[config.mk]
export PLATFORM = sky130hd
export DESIGN_NAME = fp_serial_loader
export DESIGN_NICKNAME = d
export VERILOG_FILES = /design/src/rtl/fp_serial_loader.sv
export SDC_FILE = /design/constraint.sdc
export NUM_CORES = 1
export LEC_CHECK = 0
export CAP_MARGIN = 20
export CORE_MARGIN = 3
export CORE_UTILIZATION = 30
export CTS_CLUSTER_SIZE = 8
export DETAILED_ROUTE_END_ITERATION = 12
export PLACE_DENSITY_LB_ADDON = 0.3
export SKIP_LAST_GASP = 1
export SYNTH_ARGS = -nofsm -noshare
export SYNTH_HDL_FRONTEND = slang
export SYNTH_SLANG_ARGS = --single-unit
[constraint.sdc]
create_clock -name clk -period 4.35 [get_ports clk]
set_input_delay 0.87 -clock clk [delete_from_list [all_inputs] [get_ports clk]]
set_output_delay 0.87 -clock clk [all_outputs]
set_load 0.02 [all_outputs]
[src/rtl/fp_serial_loader.sv]
// 8N1 UART program loader for the SAP-1 front-panel port: receives HDR, 16 data
// bytes and a mod-256 checksum, writes them into program memory, then releases clear.
module fp_serial_loader #(
    parameter int         CLKS_PER_BIT = 434,
    parameter int         WR_CYCLES    = 2,
    parameter int         CLR_CYCLES   = 4,
    parameter logic [7:0] HDR_BYTE     = 8'hA5
) (
    input  logic       clk,
    input  logic       reset_n,
    input  logic       rx,
    output logic       fp_prog,
    output logic       fp_write,
    output logic [3:0] fp_adr,
    output logic [7:0] fp_data,
    output logic       fp_clear,
    output logic       busy,
    output logic       done,
    output logic       err
);
    localparam int            TW      = $clog2(CLKS_PER_BIT) + 1;
    localparam logic [TW-1:0] T_HALF  = TW'(CLKS_PER_BIT / 2 - 1);
    localparam logic [TW-1:0] T_FULL  = TW'(CLKS_PER_BIT - 1);
    localparam logic [7:0]    WR_LAST  = 8'(WR_CYCLES - 1);
    localparam logic [7:0]    CLR_LAST = 8'(CLR_CYCLES - 1);

    typedef enum logic [1:0] {R_IDLE, R_START, R_DATA, R_STOP} rx_state_t;
    typedef enum logic [2:0] {
        S_IDLE, S_WAIT_DATA, S_SETUP, S_WRITE, S_HOLD, S_WAIT_SUM, S_RELEASE, S_ERROR
    } state_t;

    logic          rx_m, rx_s, rx_d;
    rx_state_t     rstate;
    logic [TW-1:0] tmr;
    logic [2:0]    bit_cnt;
    logic [7:0]    shreg;
    logic          byte_valid, frame_error;

    state_t     state;
    logic [3:0] idx;
    logic [7:0] sum, cnt, hold_byte;
    logic       hold_vld, load_ok;
    logic       avail, take;
    logic [7:0] in_byte;

    always_ff @(posedge clk or negedge reset_n) begin
        if (!reset_n) begin
            rx_m <= 1'b1;
            rx_s <= 1'b1;
            rx_d <= 1'b1;
        end else begin
            rx_m <= rx;
            rx_s <= rx_m;
            rx_d <= rx_s;
        end
    end

    // Bit timer restarts at the start-bit edge so every later sample lands mid-bit.
    always_ff @(posedge clk or negedge reset_n) begin
        if (!reset_n) begin
            rstate      <= R_IDLE;
            tmr         <= '0;
            bit_cnt     <= '0;
            shreg       <= '0;
            byte_valid  <= 1'b0;
            frame_error <= 1'b0;
        end else begin
            byte_valid  <= 1'b0;
            frame_error <= 1'b0;
            case (rstate)
                R_IDLE: if (rx_d && !rx_s) begin
                    rstate <= R_START;
                    tmr    <= '0;
                end
                R_START: if (tmr == T_HALF) begin
                    tmr     <= '0;
                    bit_cnt <= '0;
                    rstate  <= rx_s ? R_IDLE : R_DATA;
                end else tmr <= tmr + 1'b1;
                R_DATA: if (tmr == T_FULL) begin
                    tmr     <= '0;
                    shreg   <= {rx_s, shreg[7:1]};
                    bit_cnt <= bit_cnt + 1'b1;
                    if (bit_cnt == 3'd7) rstate <= R_STOP;
                end else tmr <= tmr + 1'b1;
                default: if (tmr == T_FULL) begin
                    rstate <= R_IDLE;
                    if (rx_s) byte_valid <= 1'b1;
                    else      frame_error <= 1'b1;
                end else tmr <= tmr + 1'b1;
            endcase
        end
    end

    // A fresh byte is consumed directly; the holding register only covers SETUP/WRITE/HOLD/RELEASE.
    assign avail   = hold_vld | byte_valid;
    assign in_byte = hold_vld ? hold_byte : shreg;
    assign take    = avail && (state inside {S_IDLE, S_WAIT_DATA, S_WAIT_SUM, S_ERROR});

    always_ff @(posedge clk or negedge reset_n) begin
        if (!reset_n) begin
            state     <= S_RELEASE;
            fp_prog   <= 1'b0;
            fp_write  <= 1'b0;
            fp_adr    <= '0;
            fp_data   <= '0;
            fp_clear  <= 1'b1;
            busy      <= 1'b0;
            done      <= 1'b0;
            err       <= 1'b0;
            idx       <= '0;
            sum       <= '0;
            cnt       <= '0;
            load_ok   <= 1'b0;
            hold_vld  <= 1'b0;
            hold_byte <= '0;
        end else begin
            done <= 1'b0;
            if (byte_valid && (hold_vld || !take)) begin
                hold_byte <= shreg;
                hold_vld  <= 1'b1;
            end else if (take) hold_vld <= 1'b0;

            if (frame_error &&
                (state inside {S_WAIT_DATA, S_SETUP, S_WRITE, S_HOLD, S_WAIT_SUM})) begin
                state    <= S_ERROR;
                err      <= 1'b1;
                busy     <= 1'b0;
                fp_prog  <= 1'b0;
                fp_write <= 1'b0;
            end else begin
                case (state)
                    S_IDLE, S_ERROR: if (take && in_byte == HDR_BYTE) begin
                        idx      <= '0;
                        sum      <= '0;
                        err      <= 1'b0;
                        busy     <= 1'b1;
                        fp_clear <= 1'b1;
                        fp_prog  <= 1'b1;
                        load_ok  <= 1'b0;
                        state    <= S_WAIT_DATA;
                    end
                    S_WAIT_DATA: if (take) begin
                        fp_data <= in_byte;
                        fp_adr  <= idx;
                        sum     <= sum + in_byte;
                        state   <= S_SETUP;
                    end
                    S_SETUP: begin
                        fp_write <= 1'b1;
                        cnt      <= '0;
                        state    <= S_WRITE;
                    end
                    S_WRITE: if (cnt == WR_LAST) begin
                        fp_write <= 1'b0;
                        state    <= S_HOLD;
                    end else cnt <= cnt + 1'b1;
                    S_HOLD: if (idx == 4'd15) state <= S_WAIT_SUM;
                    else begin
                        idx   <= idx + 1'b1;
                        state <= S_WAIT_DATA;
                    end
                    S_WAIT_SUM: if (take) begin
                        fp_prog <= 1'b0;
                        cnt     <= '0;
                        if (in_byte == sum) begin
                            load_ok <= 1'b1;
                            state   <= S_RELEASE;
                        end else begin
                            err   <= 1'b1;
                            busy  <= 1'b0;
                            state <= S_ERROR;
                        end
                    end
                    S_RELEASE: if (cnt == CLR_LAST) begin
                        fp_clear <= 1'b0;
                        busy     <= 1'b0;
                        done     <= load_ok;
                        load_ok  <= 1'b0;
                        state    <= S_IDLE;
                    end else cnt <= cnt + 1'b1;
                    default: state <= S_IDLE;
                endcase
            end
        end
    end
endmodule

# --- Word level (Yosys, flattened, before mapping) ---
# Index checks and enable logic that the tools add are counted.
totals:
  register_bits: 79
  latchBits: 0
  ram_bits: 0
  mem_bits_ro: 0
  inputBits: 3
  output_inout_bits: 18
  word_cells: 173
  n_memories: 0
op_classes:
  addsub: 5
  n_mul: 0
  div: 0
  n_lt_le_gt_ge: 0
  eq_ne: 36
  shifts: 0
  n_mux: 66
  bitwise_logic: 2
  reduce_logical: 40
ops:
  columns: ["operator", "n"]
  rows:
  - ["$mux W8", 6]
  - ["$mux W10", 4]
  - ["$pmux W8 S4", 1]
  - ["$pmux W10 S3", 1]
  - ["$mux W3", 9]
  - ["$mux W1", 26]
  - ["$ne A2 B2 Y1 const B", 11]
  - ["$pmux W3 S7", 1]
  - ["$reduce_and A5 Y1", 4]
  - ["$pmux W8 S2", 1]
  - ["$reduce_and A4 Y1", 4]
  - ["$eq A3 B3 Y1 const B", 5]
  - ["$mux W2", 6]
  - ["$reduce_bool A3 Y1", 4]
  - ["$reduce_bool A4 Y1", 3]
  - ["$add A10 B1 Y10 const B", 1]
  - ["$eq A10 B8 Y1 const B", 1]
  - ["$eq A10 B9 Y1 const B", 1]
  - ["$reduce_bool A2 Y1", 5]
  - ["$ne A3 B3 Y1 const B", 3]
  - ["$reduce_and A3 Y1", 3]
  - ["$add A8 B1 Y8 const B", 1]
  - ["$add A8 B8 Y8", 1]
  - ["$eq A8 B1 Y1 const B", 1]
  - ["32 further kinds", 46]

# --- Depth between registers and ports, before layout ---
# Gate-level depths: netlist (run 1).
logic_depth:
  word_depth: 7
  mapped_depth: 11

# --- Worst setup path after synthesis (run 1) ---
# OpenSTA, ideal clock, no wires.
synth_timing:
  path_kind: "register to register"
  startpoint: "register hold_vld"
  endpoint: "register sum[7]"
  arrival_time_ns: 2.519
  required_time_ns: 4.229
  path_slack_ns: 1.710
  stages_incl_launch_ff: 11
  n_path_buf: 2
  path_cell_list: "dfrtp_1 buf_6 clkbuf_1 mux2_2 ha_1 a21o_1 a21oi_1 o21ai_0 o41ai_1 xor2_1 a22o_1"
synth_between:
  elab_chain_cells: 5
  word_cells_on_any_way: 11
synth_rtl:
  columns: ["element", "line_no", "rtl"]
  rows:
  - ["start: declaration", "42", "logic hold_vld, load_ok;"]
  - ["start signal: assignment", "115", "hold_vld <= 1'b0;"]
  - ["start signal: assignment", "121", "hold_vld <= 1'b1;"]
  - ["start signal: assignment", "122", "end else if (take) hold_vld <= 1'b0;"]
  - ["$mux W8 (*)", "97", "assign in_byte = hold_vld ? hold_byte : shreg;"]
  - ["via in_byte[1]", "44", "logic [7:0] in_byte;"]
  - ["parallel branches: the longest is 4 deep, another holds $add A8 B8 Y8", null, null]
  - ["end signal: assignment", "146", "sum <= sum + in_byte;"]
  - ["end: declaration", "41", "logic [7:0] sum, cnt, hold_byte;"]
# Mark *: on every way through the listed nets, which the timed path passes. The select of a mux whose other input is x is not followed.
# A chain may end at the register's enable or synchronous reset.

# --- Worst setup path in the final report (run 1) ---
layout_timing:
  startpoint: "register hold_vld"
  endpoint: "register sum[6]"
# The elaborated chain is that of the path after synthesis.

==> impl_metrics.py, run 1 <==
metrics = {
    "outcome": {
        "run_status": "finished, final reports clean",
    },
    "placed_design": {
        "io_buffers": 20,
        "dp_hpwl_mm": 6.519,
        "finalWeightedCongestion": 0.8228,
    },
    "clocking": {
        "cts_tree": "yes",
        "cts_buffers": 9,
        "cts_hold_buffers": 0,
        "clockBufferDepth": 2,
        "clock_sinks": 79,
        "cts_resized": 0,
        "cts_setup_buffers": 0,
        "clockRootBuffer": "clkbuf_16",
        "clk_latency_ns": 0.34,
        "htree_levels": 3,
        "cts.clk_slew.worst_paths_ns": 0.06,
    },
    "timing": {
        "relSlewSlack_pct": 44.58,
        "tightest_slew_ns": 0.8277,
        "setup_viol": 0,
        "rsz0062_at_grt": "false",
        "max_clock_freq_mhz": 338.3,
        "fin_setup_tns_ns": 0,
        "clock_skew_ns": 0.006430,
        "fin_crit_sh_pct": 67.96,
        "hold_viol": 0,
        "slew_violations": 0,
        "finalCriticalPeriod_ns": 2.956,
    },
    "drt": {
        "dr.pass1.iters": 4,
        "vias_per_cell": 5.256,
        "wl_mm": 9.353,
        "drtIter0Drc": 278,
        "ant_nets": 0,
        "avgRoutedWirePerCell_um": 14.80,
        "drc": 0,
        "vias": 3322,
    },
    "cells_and_area": {
        "synthToLayoutAreaGrowth_pct": 15.97,
        "nets": 466,
        "diodes": 0,
        "drive_gt1_share_pct": 14.60,
    },
    "yosys": {
        "async_flop_share_pct": 100.0,
        "synth_top_cell_by_area": "dfrtp_1",
        "ys_seq_elements": 79,
        "synthCells": 431,
        "synth_nets": 450,
        "ys_seq_area_share_pct": 45.88,
        "yosys-top-cells-area": "dfrtp_1 42%, mux2_2 6.5%, ha_1 4.3%, nand2_1 4.1%, dfstp_2 3.6%",
        "syn_area_um2": 4325,
        "synth.avg_cell_area_um2": 10.04,
        "synth_edf_count": 0,
        "ys_types": 67,
        "ys.flop_type": "dfrtp_1",
        "synth_top_area_share_pct": 42.23,
        "yosysWarnings": 0,
    },
    "critical_path": {
        "path_class": "flip-flop to flip-flop",
        "rr_worst_depth": 10,
        "required_ns": 4.58,
        "crit_buf_inv": 1,
        "reg2reg_from": "hold_vld",
        "cpMostUsedCell": "a21oi_1",
        "slowest_delay_ns": 0.71,
        "crit_fanout": 18,
        "crit_path_cell_trace": "mux2i_1 -> inv_1 -> ha_1 -> fa_1 -> a21o_1 -> a21oi_1 -> o21bai_1 -> a21oi_1 -> xnor2_1 -> a22o_1",
        "endpoint_kind": "flip-flop",
        "crit_arrival_ns": 3.18,
        "reg2reg_slack_ns": 1.39,
        "cp-start-kind": "flip-flop",
        "r2r-end": "sum[6]",
        "cp_slowest_cell": "dfrtp_1",
        "cpLargestDelayFamily": "compound AO/OA/AOI/OAI gates",
    },
    "worst_hold_path": {
        "min_to": "rx_s",
        "min_path_type": "flip-flop to flip-flop",
        "min_path_cells": 0,
        "hp-start": "rx_m",
    },
    "flow_run": {
        "maxCapViolations": 0,
    },
    "global_route": {
        "grt_max_degree": 80,
        "antenna_found_initial": 0,
        "first_global_vias": 3270,
        "grt_pass1_wl_mm": 16.37,
        "grt_util_all_layers_pct": 12.38,
        "overflow": 0,
    },
    "floorplanning": {
        "io_pins": 21,
        "die_w_um": 126.1,
        "core_um2": 13990,
        "chipHeight_um": 126.1,
        "die_area_um2": 15890,
        "num_rows": 43,
        "initial_utilization_pct": 30.92,
    },
    "power_and_ir_drop": {
        "powerDensity_nw_per_um2": 333.2,
        "p_leak_nw": 2.269,
        "max-vdd-ir-drop_mv": 0.1896,
        "power_w": 0.001671,
    },
}
-- worst max path at each step --
stage	from	end	slack [ns]	cells after the start
floorplan	hold_vld	sum[7]	1.71	10
global placement	hold_vld	sum[6]	1.50	10
detailed placement	hold_vld	sum[6]	1.41	10
CTS	hold_vld	sum[6]	1.41	10
global route	hold_vld	sum[6]	1.20	10
finish	hold_vld	sum[6]	1.39	10
-- final cells by class --
cell class                 instances  area, µm²
clock buffer                      11      252.7
inverter                          12      45.04
multi-input combinational        323       2220
tap                              180      225.2
fill                            1433       8972
timing repair buffer              22      232.7
clock inverter                     5      56.30
sequential                        79       1984
-- state kept, by name (all words and copies together) (netlist names), 2 cells and up --
name and cells:
shreg 8, tmr 10, rstate 2, fp_adr 4
hold_byte 8, state 3, sum 8, idx 4
bit_cnt 3, cnt 8, fp_data 8
-- kinds of logic after synthesis --
kind of cell	after synthesis	share of synthesized area, %
flip-flops	79	45.88
XOR/XNOR	12	2.430
adder cells (fa/ha/maj)	18	5.265
multiplexers	28	7.203
buffers and inverters	29	2.806
AO/OA/AOI/OAI	108	17.79
AND/OR/NAND/NOR	157	18.63
-- through the flow --
stage | setup WS, ns | util (%) | hold slack (ns) | std cells | area, µm²
5_1_grt | 1.203 | 35.86 | 0.3625 | 632 | 5016
2_1_floorplan | 1.710 | - | 0.3452 | 431 | 4325
3_3_place_gp | 1.501 | 33.45 | 0.3464 | 615 | 4679
6_report | 1.394 | 35.86 | 0.3550 | 632 | 5016
3_5_place_dp | 1.406 | 33.45 | 0.3478 | 615 | 4679
4_1_cts | 1.409 | 35.66 | 0.3564 | 631 | 4989
-- metal layers --
layer	wire length [µm]	track usage, %	vias to the layer above
met1	4498	16.77	1655
met2	4427	19.44	57
li1	-	-	1599
met4	138	3.596	0
met3	288	3.435	11
met5	0	0	-
-- power breakdown --
group	leakage [nW]	total, W	internal [W]	switching [W]
registers	1.07	0.000795	0.000758	0.0000377
clock network	0.152	0.000774	0.000474	0.000300
logic	1.04	0.000102	0.0000388	0.0000631
-- synthesized netlist by cell type, types with 3 or more instances --
cell type and n:
dfrtp_1 73, nand2_1 47, nor2_1 40, o21ai_0 26, mux2_2 25, a21oi_1 18
ha_1 15, nand3_1 13, clkbuf_1 12, inv_1 12, a22o_1 9, xnor2_1 9
nor3_1 8, nand2b_1 7, nor2b_1 7, o31ai_1 7, a21o_1 6, dfstp_2 6
nand4_1 6, a21boi_0 5, and3_1 4, buf_2 4, o41ai_1 4, a221oi_1 3
a31o_2 3, mux2i_1 3, o211ai_1 3, or2_2 3, or3_1 3, xor2_1 3
-- cell usage in the layout (no fill, tap or decap), types with 3 or more instances in the layout --
cell	Yosys	routed
o21ai_0	26	26
inv_1	12	12
a31o_2	3	3
mux2i_1	3	3
nor3_1	8	8
xor2_1	3	3
a21oi_1	18	18
dfstp_2	6	6
nand4_1	6	6
a21boi_0	5	5
a221oi_1	3	3
ha_1	15	15
a22o_1	9	9
or2_2	3	3
dfrtp_1	73	73
or3_1	3	3
clkdlybuf4s50_1	0	19
nand2_1	47	47
a21o_1	6	6
and3_1	4	4
nand3_1	13	13
clkbuf_16	0	9
mux2_2	25	25
nor2_1	40	40
xnor2_1	9	9
nor2b_1	7	7
o41ai_1	4	4
o31ai_1	7	7
nand2b_1	7	7
o211ai_1	3	3
No activity file was read; power rests on OpenSTA's default activity.
==> run 2: changes to the inputs <==
Clock period 4.35 ns to 2.7 ns, I/O delays scaled along.
==> run 2 against run 1 <==
Register-to-register slack got worse by 1.2 ns. Fmax rose by 18%. Sequential cell count did not move. Hold slack got worse by 0.13 ns. Total power rose by 64%. Combinational power rose by 63%. Clock skew barely moved. Critical path depth fell by 2. Via count fell by 0.27%. Cell count rose by 2.2%. Critical endpoint is now state[0].
==> impl_metrics.py, run 2 (same netlist as run 1, synthesis figures left out) <==
metrics = {
    "power_and_ir_drop": {
        "p_leak_nw": 2.333,
        "powerDensity_nw_per_um2": 534.8,
        "max-vdd-ir-drop_mv": 0.3008,
    },
    "cells_and_area": {
        "final_common_cell": "dfrtp_1",
        "nets": 480,
        "top_register": "tmr",
        "largest_register_ff_count": 10,
        "fillers": 1401,
        "drive_gt1_share_pct": 16.95,
        "mostFrequentLayoutCells": "73 x dfrtp_1, 47 x nand2_1, 40 x nor2_1",
        "diodes": 0,
        "synthToLayoutAreaGrowth_pct": 18.34,
    },
    "timing": {
        "clock_skew_ns": 0.006479,
        "hold_viol": 0,
        "setup_viol": 0,
        "relSlewSlack_pct": 45.18,
        "rsz0062_at_grt": "false",
        "slew_violations": 0,
        "fin_crit_sh_pct": 92.48,
        "holdWs_ns": 0.2209,
        "max_clock_freq_mhz": 400.5,
        "tightest_slew_ns": 0.8187,
        "fin_setup_tns_ns": 0,
        "finalCriticalPeriod_ns": 2.497,
    },
    "floorplanning": {
        "chipHeight_um": 126.1,
        "die_w_um": 126.1,
        "die_area_um2": 15890,
        "initial_utilization_pct": 30.92,
        "num_rows": 43,
        "io_pins": 21,
        "core_um2": 13990,
    },
    "clocking": {
        "cts_buffers": 9,
        "clock_sinks": 79,
        "cts_setup_buffers": 0,
        "clk_latency_ns": 0.34,
        "cts.clk_slew.worst_paths_ns": 0.06,
        "cts_resized": 0,
        "cts_tree": "yes",
        "cts_hold_buffers": 0,
        "clockBufferDepth": 2,
        "clockRootBuffer": "clkbuf_16",
        "htree_levels": 3,
    },
    "worst_hold_path": {
        "min_path_type": "input pin to async pin",
    },
    "critical_path": {
        "required_ns": 2.92,
        "rr_worst_depth": 8,
        "crit_arrival_ns": 2.71,
        "crit_fanout": 9,
        "cp-start-kind": "flip-flop",
        "reg2reg_slack_ns": 0.20,
        "r2r-end": "state[0]",
        "reg2reg_from": "hold_vld",
        "path_class": "flip-flop to flip-flop",
        "endpoint_kind": "flip-flop",
    },
    "global_route": {
        "gr-usage-met3_pct": 2.163,
        "first_global_vias": 3139,
        "antenna_found_initial": 0,
        "grt_pass1_wl_mm": 16.30,
        "grt_max_degree": 48,
        "grt_busiest_layer": "met2",
        "met2_usage_pct": 18.56,
        "grt_util_met1_pct": 17.82,
        "grt_util_all_layers_pct": 12.44,
        "overflow": 0,
    },
    "placed_design": {
        "dp_hpwl_mm": 6.812,
        "io_buffers": 20,
        "finalWeightedCongestion": 0.8432,
    },
    "drt": {
        "drc": 0,
        "vias": 3313,
        "wl_mm": 9.510,
        "ant_nets": 0,
        "vias_per_cell": 5.128,
        "drtIter0Drc": 266,
        "avgRoutedWirePerCell_um": 14.72,
        "dr.pass1.iters": 5,
    },
    "flow_run": {
        "maxCapViolations": 0,
    },
    "outcome": {
        "run_status": "finished, final reports clean",
    },
}
-- run 2: changes by cell type in the layout (fill, tap and decap cells not counted), sizes merged --
cell      previous run  this run
buf                  3        17
bufinv               1         2
clkbuf              11        10
clkinv               3         2
clkinvlp             1         2
-- run 2: area by class of cell --
cell class              count  area [µm²]  area share [%]
clock buffers              10       229.0           4.473
clock inverters             6       85.08           1.662
inverters                  12       45.04          0.8800
multi-input cells         323        2220           43.36
flip-flops and latches     79        1984           38.77
well taps                 180       225.2           4.400
repair buffers             36       330.3           6.453
-- run 2: stage by stage --
| step | power (W) | utilization (%) | worst slack, ns | area [µm²] | instances |
|---|---|---|---|---|---|
| 6_report | 0.002738 | 36.59 | 0.2030 | 5119 | 646 |
| 5_1_grt | 0.002872 | 36.59 | 0.02261 | 5119 | 646 |
| 4_1_cts | 0.002784 | 36.59 | 0.2075 | 5119 | 646 |
| 3_5_place_dp | 0.001473 | 34.35 | 0.2187 | 4805 | 630 |
| 3_3_place_gp | 0.001471 | 34.35 | 0.2489 | 4805 | 630 |
| 2_1_floorplan | 0.001397 | - | 0.06047 | 4325 | 431 |
-- run 2: worst max-delay path, cell delays in order, from the launching register on --
cell and delay [ns]:
dfrtp_1 0.51, buf_4 0.20, mux2_2 0.37, ha_1 0.32, nor4_1 0.35, and3_1 0.24
a21boi_0 0.10, o31ai_2 0.19, o21ai_1 0.09
-- run 2: worst max-delay path by stage --
stage	from	endpoint	slack, ns	cells past startpoint
floorplan	hold_vld	sum[7]	0.06	10
global placement	hold_vld	sum[6]	0.25	10
detailed placement	hold_vld	sum[6]	0.22	10
CTS	hold_vld	sum[6]	0.21	10
global route	hold_vld	sum[7]	0.02	8
finish	hold_vld	state[0]	0.20	8
-- run 2: routing by layer --
metal | routed length [µm] | share of wire (%)
met2 | 4361 | 46
met1 | 4664 | 49
met3 | 326 | 3.4
met5 | 0 | 0
met4 | 159 | 1.7
-- run 2: power by group --
group | total (W) | switching [W] | internal, W | leakage (nW)
combinational | 0.000166 | 0.000100 | 0.0000662 | 1.11
sequential | 0.00128 | 0.0000612 | 0.00122 | 1.07
clock | 0.00129 | 0.000483 | 0.000806 | 0.148
==> run 3: changes to the inputs <==
Settings changed: HOLD_SLACK_MARGIN set to 0.15.
==> results of run 3 <==
The final DEF is identical to that of run 2; final timing and power are the same.
